## src/rtl/csa_mul_pkg.sv

```systemverilog
// Shared definitions for the CSA sequential multiplier.
// Contents:
//   state_e       FSM state encoding (idle / compress / final resolve / result held)
//   steps()       number of compress cycles for a given width and partial products per cycle
//   step_width()  width of the compress step counter (at least 1 bit)
package csa_mul_pkg;

  typedef enum logic [1:0] {
    StIdle,
    StCompress,
    StFinal,
    StDone
  } state_e;

  function automatic int unsigned steps(input int unsigned w, input int unsigned p);
    return w / p;
  endfunction

  function automatic int unsigned step_width(input int unsigned s);
    return (s > 1) ? $clog2(s) : 1;
  endfunction

endpackage

```

## src/rtl/csa_row.sv

```systemverilog
// Combinational 3:2 carry-save row.
// Ports:
//   x_i, y_i, z_i  three N-bit addends
//   s_o            bitwise sum (x ^ y ^ z)
//   c_o            majority carry shifted left by one; the bit shifted out of N is dropped
module csa_row #(
  parameter int unsigned N = 64
) (
  input  logic [N-1:0] x_i,
  input  logic [N-1:0] y_i,
  input  logic [N-1:0] z_i,
  output logic [N-1:0] s_o,
  output logic [N-1:0] c_o
);

  always_comb begin
    s_o = x_i ^ y_i ^ z_i;
    c_o = ((x_i & y_i) | (x_i & z_i) | (y_i & z_i)) << 1;
  end

endmodule

```

## src/rtl/csa_seq_multiplier.sv

```systemverilog
// Multi-cycle carry-save multiplier functional unit.
// Each COMPRESS cycle folds PP_PER_CYCLE partial products into a redundant sum/carry pair with
// a chain of csa_row instances; one FINAL cycle resolves the pair with a carry-propagate add.
// The product is returned with its reservation-station tag over a valid/ready handshake.
// Optional feature: define SIGNED_MUL_EN to add the in_signed port (two's-complement operands).
// Ports:
//   clk, rst_n          clock, asynchronous active-low reset
//   in_valid/in_ready   operand handshake; in_ready is high only when idle
//   in_a, in_b, in_tag  multiplicand, multiplier, destination tag
//   in_signed           operands are signed (SIGNED_MUL_EN only)
//   flush               synchronous squash of any in-flight operation
//   out_valid/out_ready result handshake toward the CDB arbiter
//   out_prod, out_tag   2*WIDTH-bit product and its tag
module csa_seq_multiplier
  import csa_mul_pkg::*;
#(
  parameter int unsigned WIDTH        = 32,
  parameter int unsigned PP_PER_CYCLE = 4,
  parameter int unsigned TAG_W        = 4
) (
  input  logic                 clk,
  input  logic                 rst_n,
  input  logic                 in_valid,
  output logic                 in_ready,
  input  logic [WIDTH-1:0]     in_a,
  input  logic [WIDTH-1:0]     in_b,
  input  logic [TAG_W-1:0]     in_tag,
`ifdef SIGNED_MUL_EN
  input  logic                 in_signed,
`endif
  input  logic                 flush,
  output logic                 out_valid,
  input  logic                 out_ready,
  output logic [2*WIDTH-1:0]   out_prod,
  output logic [TAG_W-1:0]     out_tag
);

  localparam int unsigned PW    = 2 * WIDTH;
  localparam int unsigned STEPS = steps(WIDTH, PP_PER_CYCLE);
  localparam int unsigned SW    = step_width(STEPS);
  localparam logic [SW-1:0] StepLast = SW'(STEPS - 1);

  state_e             state_q, state_d;
  logic [WIDTH-1:0]   a_q, a_d;
  logic [WIDTH-1:0]   b_q, b_d;
  logic [TAG_W-1:0]   tag_q, tag_d;
  logic [PW-1:0]      sum_q, sum_d;
  logic [PW-1:0]      carry_q, carry_d;
  logic [SW-1:0]      step_q, step_d;
  logic [PW-1:0]      out_prod_q, out_prod_d;
  logic [TAG_W-1:0]   out_tag_q, out_tag_d;
  logic               out_valid_q, out_valid_d;
`ifdef SIGNED_MUL_EN
  logic               neg_q, neg_d;
`endif

  logic               accept;
  logic [31:0]        shamt;
  logic [PP_PER_CYCLE-1:0] b_win;
  logic [PW-1:0]      a_win;
  logic [PW-1:0]      pp [PP_PER_CYCLE];
  logic [PW-1:0]      s_chain [PP_PER_CYCLE+1];
  logic [PW-1:0]      c_chain [PP_PER_CYCLE+1];
  logic [PW-1:0]      resolved;

  assign accept = (state_q == StIdle) && in_valid && !flush;

  // Partial products for the current step: bits [k*P +: P] of b select shifted copies of a.
  always_comb begin
    shamt = 32'(step_q) * PP_PER_CYCLE;
    b_win = PP_PER_CYCLE'(b_q >> shamt);
    a_win = {{WIDTH{1'b0}}, a_q} << shamt;
    for (int j = 0; j < int'(PP_PER_CYCLE); j++) begin
      pp[j] = b_win[j] ? (a_win << j) : '0;
    end
  end

  assign s_chain[0] = sum_q;
  assign c_chain[0] = carry_q;

  for (genvar g = 0; g < int'(PP_PER_CYCLE); g++) begin : g_rows
    csa_row #(
      .N(PW)
    ) u_row (
      .x_i(s_chain[g]),
      .y_i(c_chain[g]),
      .z_i(pp[g]),
      .s_o(s_chain[g+1]),
      .c_o(c_chain[g+1])
    );
  end

  assign resolved = sum_q + carry_q;

  // State register
  always_ff @(posedge clk or negedge rst_n) begin
    if (!rst_n) begin
      state_q <= StIdle;
    end else begin
      state_q <= state_d;
    end
  end

  // Next-state logic; flush overrides every transition
  always_comb begin
    state_d = state_q;
    if (flush) begin
      state_d = StIdle;
    end else begin
      unique case (state_q)
        StIdle:     if (in_valid) state_d = StCompress;
        StCompress: if (step_q == StepLast) state_d = StFinal;
        StFinal:    state_d = StDone;
        StDone:     if (out_ready) state_d = StIdle;
        default:    state_d = StIdle;
      endcase
    end
  end

  // Datapath next-state
  always_comb begin
    a_d         = a_q;
    b_d         = b_q;
    tag_d       = tag_q;
    sum_d       = sum_q;
    carry_d     = carry_q;
    step_d      = step_q;
    out_prod_d  = out_prod_q;
    out_tag_d   = out_tag_q;
    out_valid_d = out_valid_q;
`ifdef SIGNED_MUL_EN
    neg_d       = neg_q;
`endif

    if (accept) begin
`ifdef SIGNED_MUL_EN
      // Magnitudes are unsigned W-bit values, so |MIN_INT| = 2^(W-1) fits.
      a_d   = (in_signed && in_a[WIDTH-1]) ? (~in_a + 1'b1) : in_a;
      b_d   = (in_signed && in_b[WIDTH-1]) ? (~in_b + 1'b1) : in_b;
      neg_d = in_signed && (in_a[WIDTH-1] ^ in_b[WIDTH-1]);
`else
      a_d   = in_a;
      b_d   = in_b;
`endif
      tag_d   = in_tag;
      sum_d   = '0;
      carry_d = '0;
      step_d  = '0;
    end

    if (state_q == StCompress) begin
      sum_d   = s_chain[PP_PER_CYCLE];
      carry_d = c_chain[PP_PER_CYCLE];
      step_d  = step_q + 1'b1;
    end

    if (state_q == StFinal) begin
`ifdef SIGNED_MUL_EN
      out_prod_d = neg_q ? (~resolved + 1'b1) : resolved;
`else
      out_prod_d = resolved;
`endif
      out_tag_d   = tag_q;
      out_valid_d = 1'b1;
    end

    if (state_q == StDone && out_ready) begin
      out_valid_d = 1'b0;
    end

    if (flush) begin
      out_valid_d = 1'b0;
    end
  end

  always_ff @(posedge clk or negedge rst_n) begin
    if (!rst_n) begin
      a_q         <= '0;
      b_q         <= '0;
      tag_q       <= '0;
      sum_q       <= '0;
      carry_q     <= '0;
      step_q      <= '0;
      out_prod_q  <= '0;
      out_tag_q   <= '0;
      out_valid_q <= 1'b0;
`ifdef SIGNED_MUL_EN
      neg_q       <= 1'b0;
`endif
    end else begin
      a_q         <= a_d;
      b_q         <= b_d;
      tag_q       <= tag_d;
      sum_q       <= sum_d;
      carry_q     <= carry_d;
      step_q      <= step_d;
      out_prod_q  <= out_prod_d;
      out_tag_q   <= out_tag_d;
      out_valid_q <= out_valid_d;
`ifdef SIGNED_MUL_EN
      neg_q       <= neg_d;
`endif
    end
  end

  // Outputs
  always_comb begin
    in_ready  = (state_q == StIdle);
    out_valid = out_valid_q;
    out_prod  = out_prod_q;
    out_tag   = out_tag_q;
  end

endmodule

```

## config.mk

```make
export PLATFORM = sky130hd
export DESIGN_NAME = csa_seq_multiplier
export DESIGN_NICKNAME = d
export VERILOG_FILES = /design/src/rtl/csa_mul_pkg.sv /design/src/rtl/csa_row.sv /design/src/rtl/csa_seq_multiplier.sv
export SDC_FILE = /design/constraint.sdc
export NUM_CORES = 1
export LEC_CHECK = 0
export ABC_AREA = 1
export CORE_AREA = 2 2 211 213
export DETAILED_ROUTE_END_ITERATION = 12
export DIE_AREA = 0 0 213 215
export HOLD_SLACK_MARGIN = 0.02
export PLACE_DENSITY = 0.75
export SLEW_MARGIN = 10
export SYNTH_ARGS = -nofsm -noshare
export SYNTH_HDL_FRONTEND = slang
export SYNTH_SLANG_ARGS = --single-unit
```

## constraint.sdc

```tcl
create_clock -name clk -period 11.2 [get_ports clk]
set_clock_uncertainty 0.1 [all_clocks]
set_input_delay 2.8 -clock clk [delete_from_list [all_inputs] [get_ports clk]]
set_output_delay 2.8 -clock clk [all_outputs]
set_load 0.01 [all_outputs]
```

**Yosys cells after proc, flatten, opt, wreduce, memory -nomap -nowiden**

Index checks and enable logic that the tools add are counted.

- Bitwise gates (word level): 28
- Equality and inequality tests: 7
- Add/sub/neg operators: 2
- Reductions and logical operators: 8
- Muxes and demuxes: 17
- Shifts and indexed selects: 2

Operators by type and width:

| operator | number |
|---|---|
| 63-bit AND | 12 |
| 64-bit bitwise XOR | 8 |
| 63-bit OR | 8 |
| 64-bit 2-to-1 mux | 7 |
| 64-bit adder | 1 |
| 32-bit by 5-bit << shifter with 64-bit output | 1 |
| 32-bit by 5-bit >> shifter with 4-bit output | 1 |
| 2-bit 2-to-1 mux | 4 |
| 2-bit one-hot mux with 4 select lines | 1 |
| 3-bit 2-to-1 mux | 2 |
| 3-bit != test (second input constant) | 2 |
| 2-bit == test (second input constant) | 2 |
| 3-bit by 1-bit adder with 3-bit output (second input constant) | 1 |
| 3-bit == test (second input constant) | 1 |
| 1-bit logical AND | 3 |
| 1-bit 2-to-1 mux | 3 |
| 3-bit by 2-bit != test with 1-bit output (second input constant) | 1 |
| 3-bit AND reduction | 1 |
| 3-bit nonzero test | 1 |
| 2-bit by 1-bit == test with 1-bit output (second input constant) | 1 |
| 2-bit zero test | 1 |
| 2-bit nonzero test | 1 |
| 1-bit zero test | 1 |

- Input port bits: 73
- Flip-flop bits (word level): 270
- Output and inout bits: 70

**Logic depth before layout (Yosys ltp)**

Gate-level depths: netlist of run 1.

- Depth after elaboration: 15
- Mapped depth: 20
- Depth with buffers taken out: 17

**Cells and area by module**

From an unflattened synthesis of run 1, not the netlist that was laid out.

- Cell total of the unflattened synthesis: 3155
- Area, all modules: 24024.3 um2

By module, submodules not included:

| module | times used | area an instance (um2) | cells each |
|---|---|---|---|
| csa_seq_multiplier | 1 | 18794.3 | 2859 |
| csa_row | 4 | 1307.5 | 74 |

**Worst setup path before layout of run 1**

No wires, ideal clock.

- Path type: input -> register
- Start point: input port flush
- End point: register a_q[29]
- Buffers on the path: 2
- Data arrival time: 3.715 ns
- Setup time: 0.125 ns
- Stages on the path: 5
- Slack: 7.260 ns
- Data required time: 10.975 ns
- Path through: inv_1 nand3_1 clkbuf_1 clkbuf_1 mux2_2

- Word-level cells in the longest chain between the ends: 2

Ends and longest elaborated chain:

| item | RTL line | text |
|---|---|---|
| from (decl) | csa_seq_multiplier.sv:31 | `input logic flush,` |
| 1-bit zero test | csa_seq_multiplier.sv:66 | `assign accept = (state_q == StIdle) && in_valid && !flush;` |
| 1-bit logical AND | csa_seq_multiplier.sv:66 |  |
| to (signal assigned) | csa_seq_multiplier.sv:178 | `a_q <= '0;` |
| to (signal assigned) | csa_seq_multiplier.sv:191 | `a_q <= a_d;` |
| to (decl) | csa_seq_multiplier.sv:44 | `logic [WIDTH-1:0] a_q, a_d;` |

Every way passes these cells.
A chain may end at the register's enable or synchronous reset.

**Worst setup path in the final report of run 1**

- Start point: input port flush
- End point: register a_q[23]

Same word-level chain as after synthesis.

==> run summary, run 1 <==
After layout, the worst path uses 43.9% of the clock period. The clock tree synthesis step divided the H-tree into 2 levels. The floorplan step defined a core boundary enclosing 43,600 µm². In this run the remaining antenna-violating nets after routing total 0. The total number of placement rows is 77.

Summed over all instances, the cell type with the most area after synthesis is dfrtp_1. The die is 215 µm tall. The worst-case IR drop observed on VDD is 0.233 mV. Summed over all layers, the routed wires come to 69,300 µm. The worst setup path is launched from an input port. The tools report the filler-free cell count of the finished design as 3,884. The count of unique library cells instantiated by Yosys came out at 42. TritonCTS built the clock tree. Clock tree synthesis inserted a total of 34 buffers.

For this run, the top clock speed supported by timing is 203 MHz. The worst hold path belongs to the class reg -> reg. For this configuration, the core starts out at a cell density of 54.5%. The repair_antennas step left the layout with diodes totalling 0.

The data required time of the critical path was 11.55 ns. The critical path in this run is classified as in -> reg. In the final routed layout, each cell accounts on average for 17.8 µm. In this run, post-CTS repair resized a total of 0 instances. The stage delay of the slowest cell on the critical path works out to 0.80 ns.

Clock-pin slew was measured on the worst setup and hold paths at 0.06 ns. The via count of the routed design came out at 20.8k. Setup violations remaining at the end of the flow were counted as 0. The tools report the total of hold buffers inserted after clock tree synthesis as 0.

Fill cells in the final layout number 4,019. The post-route minimum period was 4.92 ns. The synthesized design devotes to its leading area cell type 28.0% of total area.

The transition time of the tightest slew-check pin came out at 1.18 ns. Setup repair after global routing left no endpoint under its margin. Kind of cell adding the most delay to the critical path: buffers and inverters. The number of placed I/O pins was 143; the number of failing hold endpoints at the final stage was 0.

The register area share after synthesis was 28.0%; the number of enable-type register cells in the synthesized netlist was 0. After synthesis the netlist holds a flip-flop and latch count of 266. For the first-pass iteration count of the detailed router, the log shows 6. The cell count after synthesis came out at 3,188. The buffering stage count on the worst path with inverters included was 3. After synthesis, the cell types taking the most area are dfrtp_1 (28%), fa_1 (20%), nand2_1 (16%), inv_1 (8.8%), nor2_1 (4.8%).

For the worst slack at placement, the log shows 5.75 ns. The tools report the initial antenna violation count as 0. The first global-routing pass estimated 113,000 µm of wire.

The via count of the first global-routing pass is 21.3k, and the number of pins with negative max-slew slack in the final report is 0. Kind of end point of the critical path: a flop. Across the run, the number of max-cap violations was 0.

The congestion estimate from routability-driven global placement came to 0.975. For the global-route congestion overflow total, the log shows 0. Area growth from synthesis to layout: 12.0%. Among all flip-flop cells after synthesis, the most frequent one is dfrtp_1.

For this design the static power due to leakage is 14.4 nW. Setup total negative slack on the finished layout was measured at 0 ns. The cell depth of the worst flop-to-flop path is 14. Measured along the x axis, the die boundary spans 213 µm.

Along the worst hold path, the cell count comes to 2. The detailed router finished its first iteration with 1,429 violations. Detailed-route DRC error count: 0. Port buffering added 142 buffers. The tools report the worst setup slack after layout as 6.28 ns.

The logs give 0 for the count of warnings emitted by yosys and 3,572 for the net count after synthesis. Across every metal layer, demand over resource in global routing totals 31.9%. Measured against its own limit, the worst slew margin works out to 20.2%.

Clock tree synthesis selected as its root buffer the cell clkbuf_16. Counting flops with an async set or reset pin after synthesis yields a share of 100%. The number of setup buffers added after CTS is 0.

After detailed placement, the total cell area comes to 25,500 µm². The tools report the area of the die as 45,800 µm². After routing the design area is 26,700 µm².

The total power per unit cell area works out to 361 nW/µm². Counting along the longest clock path gives a buffer depth of 3. Traced cell by cell, the critical path runs through clkdlybuf4s50_1, inv_1, nand3_4, buf_4, mux2_2.

Of all nets on the critical path, the largest fanout is 76. The logs give 0.57 ns for the insertion delay of the later-clocked pin in the worst-skew pair and 83 for the pin count of the biggest net entering global routing. Averaged over all synthesized cells, the footprint is 7.46 µm². The worst path arrival time is 5.27 ns. The run finished with clean final reports.

In the final layout, the share of cells above drive strength 1 is 5.56%. The slowest cell on the critical path was buf_4. The wire-length estimate of the detail-placed layout is 53,900 µm. The net count of the finished layout is 3,652. The number of stages on the worst setup path is 5, and the cell count after placement is 3,824. Summing every instance area after synthesis gives 23,800 µm². Using the TritonRoute via totals, the vias-per-cell ratio works out to 5.35. The TritonCTS sink count was 266.
## cell usage in the layout (no fill, tap or decap), drive strengths merged, types with 4 or more instances in the layout
| master | n |
|---|---|
| or2 | 36 |
| nand3 | 217 |
| o21bai | 10 |
| nand4 | 10 |
| ha | 72 |
| o22ai | 10 |
| mux2i | 4 |
| clkdlybuf4s50 | 141 |
| a21oi | 66 |
| fa | 239 |
| bufinv | 4 |
| o21ai | 123 |
| nand3b | 11 |
| nor2 | 323 |
| clkinv | 6 |
| buf | 13 |
| dfrtp | 266 |
| nor3 | 13 |
| mux2 | 52 |
| nand2 | 1017 |
| xnor2 | 25 |
| inv | 570 |
| clkinvlp | 4 |
| clkbuf | 45 |
| a31oi | 4 |
| and2 | 5 |
## cells by family after synthesis
kind of cell / Yosys count / synth area share, %
compound gates: 217 / 5.00
xor+xnor: 26 / 0.957
fa+ha+maj: 311 / 23.9
buf+inv: 679 / 11.5
flops: 266 / 28.0
mux: 56 / 2.63
simple gates: 1633 / 28.0
## power by group
part	internal, mW	switching [mW]
clock	0.703	0.463
sequential	1.36	0.323
combinational	2.55	4.22
## worst register-to-register path, cell delays in order, from the launching register on
cell and delay [ns]:
dfrtp_2 0.38, buf_4 0.52, nor2_1 0.22, o21ai_0 0.94, nand2_1 0.18, nand2_1 0.21
nor2_1 0.08, fa_1 0.52, inv_1 0.05, fa_1 0.47, inv_1 0.05, fa_1 0.43
fa_1 0.53, nand2_1 0.06, nand2_1 0.10
## cell usage after synthesis, types with 2 or more instances
cell type / count
mux2i_1: 4
ha_1: 72
buf_6: 16
inv_2: 3
nor2_1: 302
xnor2_1: 25
o21ai_0: 84
nand3_1: 217
o21bai_1: 10
inv_4: 3
buf_1: 10
or2_1: 20
nand2_2: 4
o22ai_4: 2
nand2_4: 2
a21oi_1: 65
clkinv_1: 2
nand2_1: 1011
a31oi_1: 4
nand3b_1: 11
and2_1: 5
clkbuf_1: 47
dfrtp_1: 266
nand4_1: 10
inv_1: 561
o21ai_1: 36
o21ai_2: 3
fa_1: 239
nor3_1: 13
or2_2: 16
buf_4: 8
buf_2: 29
o22ai_1: 7
nor2_2: 21
a211oi_1: 2
mux2_2: 52
## state kept, by name (all words and copies together) (netlist names)
name,count
a_q,32
b_q,32
carry_q,60
out_prod,64
out_tag,4
out_valid,1
state_q,2
step_q,3
sum_q,64
tag_q,4
## area by class of cell
type                    count  area [µm²]  area share [%]
clock buffers              45         963            3.61
clock inverters            15         211           0.793
inverters                 569        2140            8.04
multi-input cells        2243       14400            54.1
flip-flops and latches    266        6660            25.0
well taps                 592         741            2.78
repair buffers            154        1520            5.69
## per-stage QoR
stage          utilization [%]  total power [mW]  hold WS (ns)
6_report                  61.1              9.62         0.369
3_5_place_dp              58.4              8.32         0.362
3_3_place_gp              58.4              8.01         0.357
2_1_floorplan                -              6.45         0.343
4_1_cts                   61.1              9.59         0.375
5_1_grt                   61.1              10.7         0.400
## worst paths after layout
path / start / end / slack, ns
worst min register to register: out_tag[3] / out_tag[3] / 0.37
worst max-delay path: flush / a_q[23] / 6.28
max in group asynchronous: rst_n / step_q[0] / 6.78
worst max register to register: step_q[0] / sum_q[27] / 6.30
worst min-delay path: out_tag[3] / out_tag[3] / 0.37
min in group asynchronous: rst_n / out_prod[51] / 2.12
## routing by layer
metal	wire, µm	share of wire (%)	GRT usage (%)
met1	29500	43	44.5
met4	3360	4.8	14.6
met2	30800	45	48.8
met3	5550	8.0	5.66
met5	0	0	0
No activity file was read; power rests on OpenSTA's default activity.
==> run 2, diff against run 1 <==
==> constraint.sdc (replaced) <==
create_clock -name clk -period 4.9 [get_ports clk]
set_clock_uncertainty 0.1 [all_clocks]
set_input_delay 1.225 -clock clk [delete_from_list [all_inputs] [get_ports clk]]
set_output_delay 1.225 -clock clk [all_outputs]
set_load 0.01 [all_outputs]
==> run 2 against run 1 <==
Compared with the run above:
- routed wire length shrank 0.92%
- critical endpoint is now sum_q[38]
- global-route usage shrank 0.45 points
- critical path type is now reg -> reg
- worst setup slack lost 6.0 ns
- core utilization grew 0.32 points
- via count grew 0.42%
- sequential power grew 130%
- combinational power grew 130%
- clock power grew 120%
- count of clock-buffer cells in the layout is the same
- critical path depth grew 9
- largest cell class unchanged
- cell count grew 0.41%
- sequential share of layout area shrank 0.13 points
==> run summary, run 2 (same netlist as run 1, synthesis figures left out) <==
The logs give 143 for the number of placed I/O pins and 61.4% for the fraction of the core area covered by cells at the end of the flow. Clock tree synthesis selected as its root buffer the cell clkbuf_16. For the placed wire-length estimate, the log shows 53,800 µm.

Highest-utilization routing layer at the global route stage: met2. The number of antenna diodes in the final layout is 0. During placement, the flow inserted port buffers numbering 142. Entering global routing, the biggest net connects 199 pins. The maximum vdd drop is 0.464 mV. In this run the remaining antenna-violating nets after routing total 0. The initial antenna violation count is 0. The biggest fanout along the worst timing path came out at 33. Across every metal layer, demand over resource in global routing totals 31.5%. Number of vias per cell after detailed routing: 5.35. The startpoint kind of the worst setup timing path is a flop.

Most common cell after layout, fill and taps aside: nand2_1. The floorplan has 77 rows. Global routing consumed, on the met1 layer, 43.2% of the routing resources. In the routed design, unresolved DRC markers number 0.

From synthesis to final layout, the design area changed by 12.6%. The number of fillers in the final layout is 3,935. Including well taps, the total number of placed cells is 3,839.

The region available for standard cell placement spans 43,600 µm². The number of pins with negative max-slew slack in the final report is 0. Setup violations remaining at the end of the flow were counted as 0. Clock tree synthesis found a total of 266 sinks. In this run, post-CTS hold repair placed 0 buffers. The first TritonRoute pass finished after 6 iterations. The first global-routing pass estimated 112,000 µm of wire. STA classifies the critical path endpoint as a flop. The insertion delay of the later-clocked pin in the worst-skew pair is 0.57 ns, and the highest attainable clock frequency is 218 MHz. The run gives 4.98 ns as the worst path arrival time. After routing the design area is 26,800 µm². The level count of the clock H-tree is 2. The logs give 45,800 µm² for the area of the die and 18.8% for the tightest slew margin relative to the limit.

TritonCTS built the clock tree. The via count of the first global-routing pass came out at 21.3k. Excluding fillers, the count of instances in the completed layout stands at 3,900. After clock tree synthesis, the clock-pin slew on the worst setup and hold paths is 0.06 ns. Number of failing hold endpoints at the final stage: 0.

In this run the worst hold path is classified as reg -> reg. The critical path in this run is classified as reg -> reg. The run finished with clean final reports.

The worst path uses 93.7% of the clock period. Along the worst hold path, the cell count comes to 2. Measured along the x axis, the die boundary spans 213 µm. In the final design database the tool counted 3,667 nets. The buffer depth of the longest clock path was 3. In the layout the commonest cells are nand2_1 (1,011), inv_1 (561), nor2_1 (302).

Summed over all cells, the static leakage comes to 14.5 nW. For the total wire length after detailed routing, the log shows 68,600 µm. Power spread over the standard cell area amounts to 814 nW/µm². In the global route stage, met2 resource usage came out at 49.6%. The tools report the first-iteration detailed-routing DRC count as 1,518. At the pin with the least slew margin, the transition time is 1.22 ns. Global routing finished with a remaining overflow of 0. After detailed routing, the average wire length per cell comes to 17.6 µm. The effective utilization at floorplan is 54.5%, and the routability congestion estimate is 0.984. The design draws 21.8 mW. The worst register-to-register path has a depth of 14.

Met3 track utilization from global routing: 6.06%. The number of gates resized after CTS was 0. Across the run, the number of max-cap violations was 0.

Adding up every negative setup slack in the final design gives 0 ns. The placed instance area is 25,600 µm², and the number of CTS-inserted buffers is 34. Data required time of the critical path: 5.29 ns. The clock period could shrink to 4.59 ns.

The run gives 20.9k as the via count of the routed design. Setup repair after global routing left no endpoint under its margin. The chip height is 215 µm. In the final layout, the share of cells above drive strength 1 is 5.99%. The total setup buffers inserted after CTS was 0.
==> run 2: changes by cell type in the layout (fill, tap and decap cells not counted) <==
cell        previous run  this run
clkbuf_1               5         6
clkinv_4               2         0
clkinv_8               0         2
inv_16                 1         0
buf_12                 0         4
clkbuf_8               5         4
buf_4                 12        23
clkinvlp_4             4         6
bufinv_16              4         3
inv_6                  1         2
==> run 2: cell type report <==
type | instances | area, µm² | share of cell area [%]
timing repair buffer | 169 | 1680 | 6.27
clock buffer | 45 | 953 | 3.56
tap | 592 | 741 | 2.76
multi-input combinational | 2243 | 14400 | 53.8
clock inverter | 16 | 200 | 0.747
inverter | 569 | 2140 | 8.00
sequential | 266 | 6660 | 24.8
==> run 2: path summary, 6_finish.rpt <==
kind                            from           end  slack, ns
hold / removal              tag_q[2]    out_tag[2]       0.37
setup / recovery           step_q[0]     sum_q[38]       0.31
max in group asynchronous      rst_n   carry_q[33]       3.14
min in group asynchronous      rst_n  out_prod[49]       0.56
setup reg to reg           step_q[0]     sum_q[38]       0.31
hold reg to reg             tag_q[2]    out_tag[2]       0.37
==> run 2: worst max-delay path: stages, from the launching register on <==
cell and delay [ns]:
dfrtp_2 0.71, buf_4 0.35, nand2_1 0.07, o21ai_0 0.13, nor2_1 0.17, o21ai_0 0.62, nor2_1 0.16, fa_1 0.52
inv_1 0.06, fa_1 0.49, inv_1 0.05, fa_1 0.45, fa_1 0.49, nand2_1 0.05, nand2_1 0.10
==> run 2: power by group <==
group	internal, mW	switching (mW)	leakage [nW]	total, mW
sequential	3.10	0.785	3.42	3.89
clock	1.54	1.07	0.545	2.62
combinational	5.87	9.44	10.5	15.3
==> run 2: through the flow <==
step / hold WS (ns) / setup slack, ns
2_1_floorplan: 0.343 / 1.17
3_3_place_gp: 0.353 / 0.450
3_5_place_dp: 0.360 / 0.362
4_1_cts: 0.374 / 0.338
5_1_grt: 0.385 / 0.0627
6_report: 0.369 / 0.311
==> run 2: layer usage <==
metal  vias to the layer above  wire length, µm
met3                       138             5800
met5                         -                0
met4                         0             2500
met2                       861            31100
met1                     10100            29200
li1                       9792                -
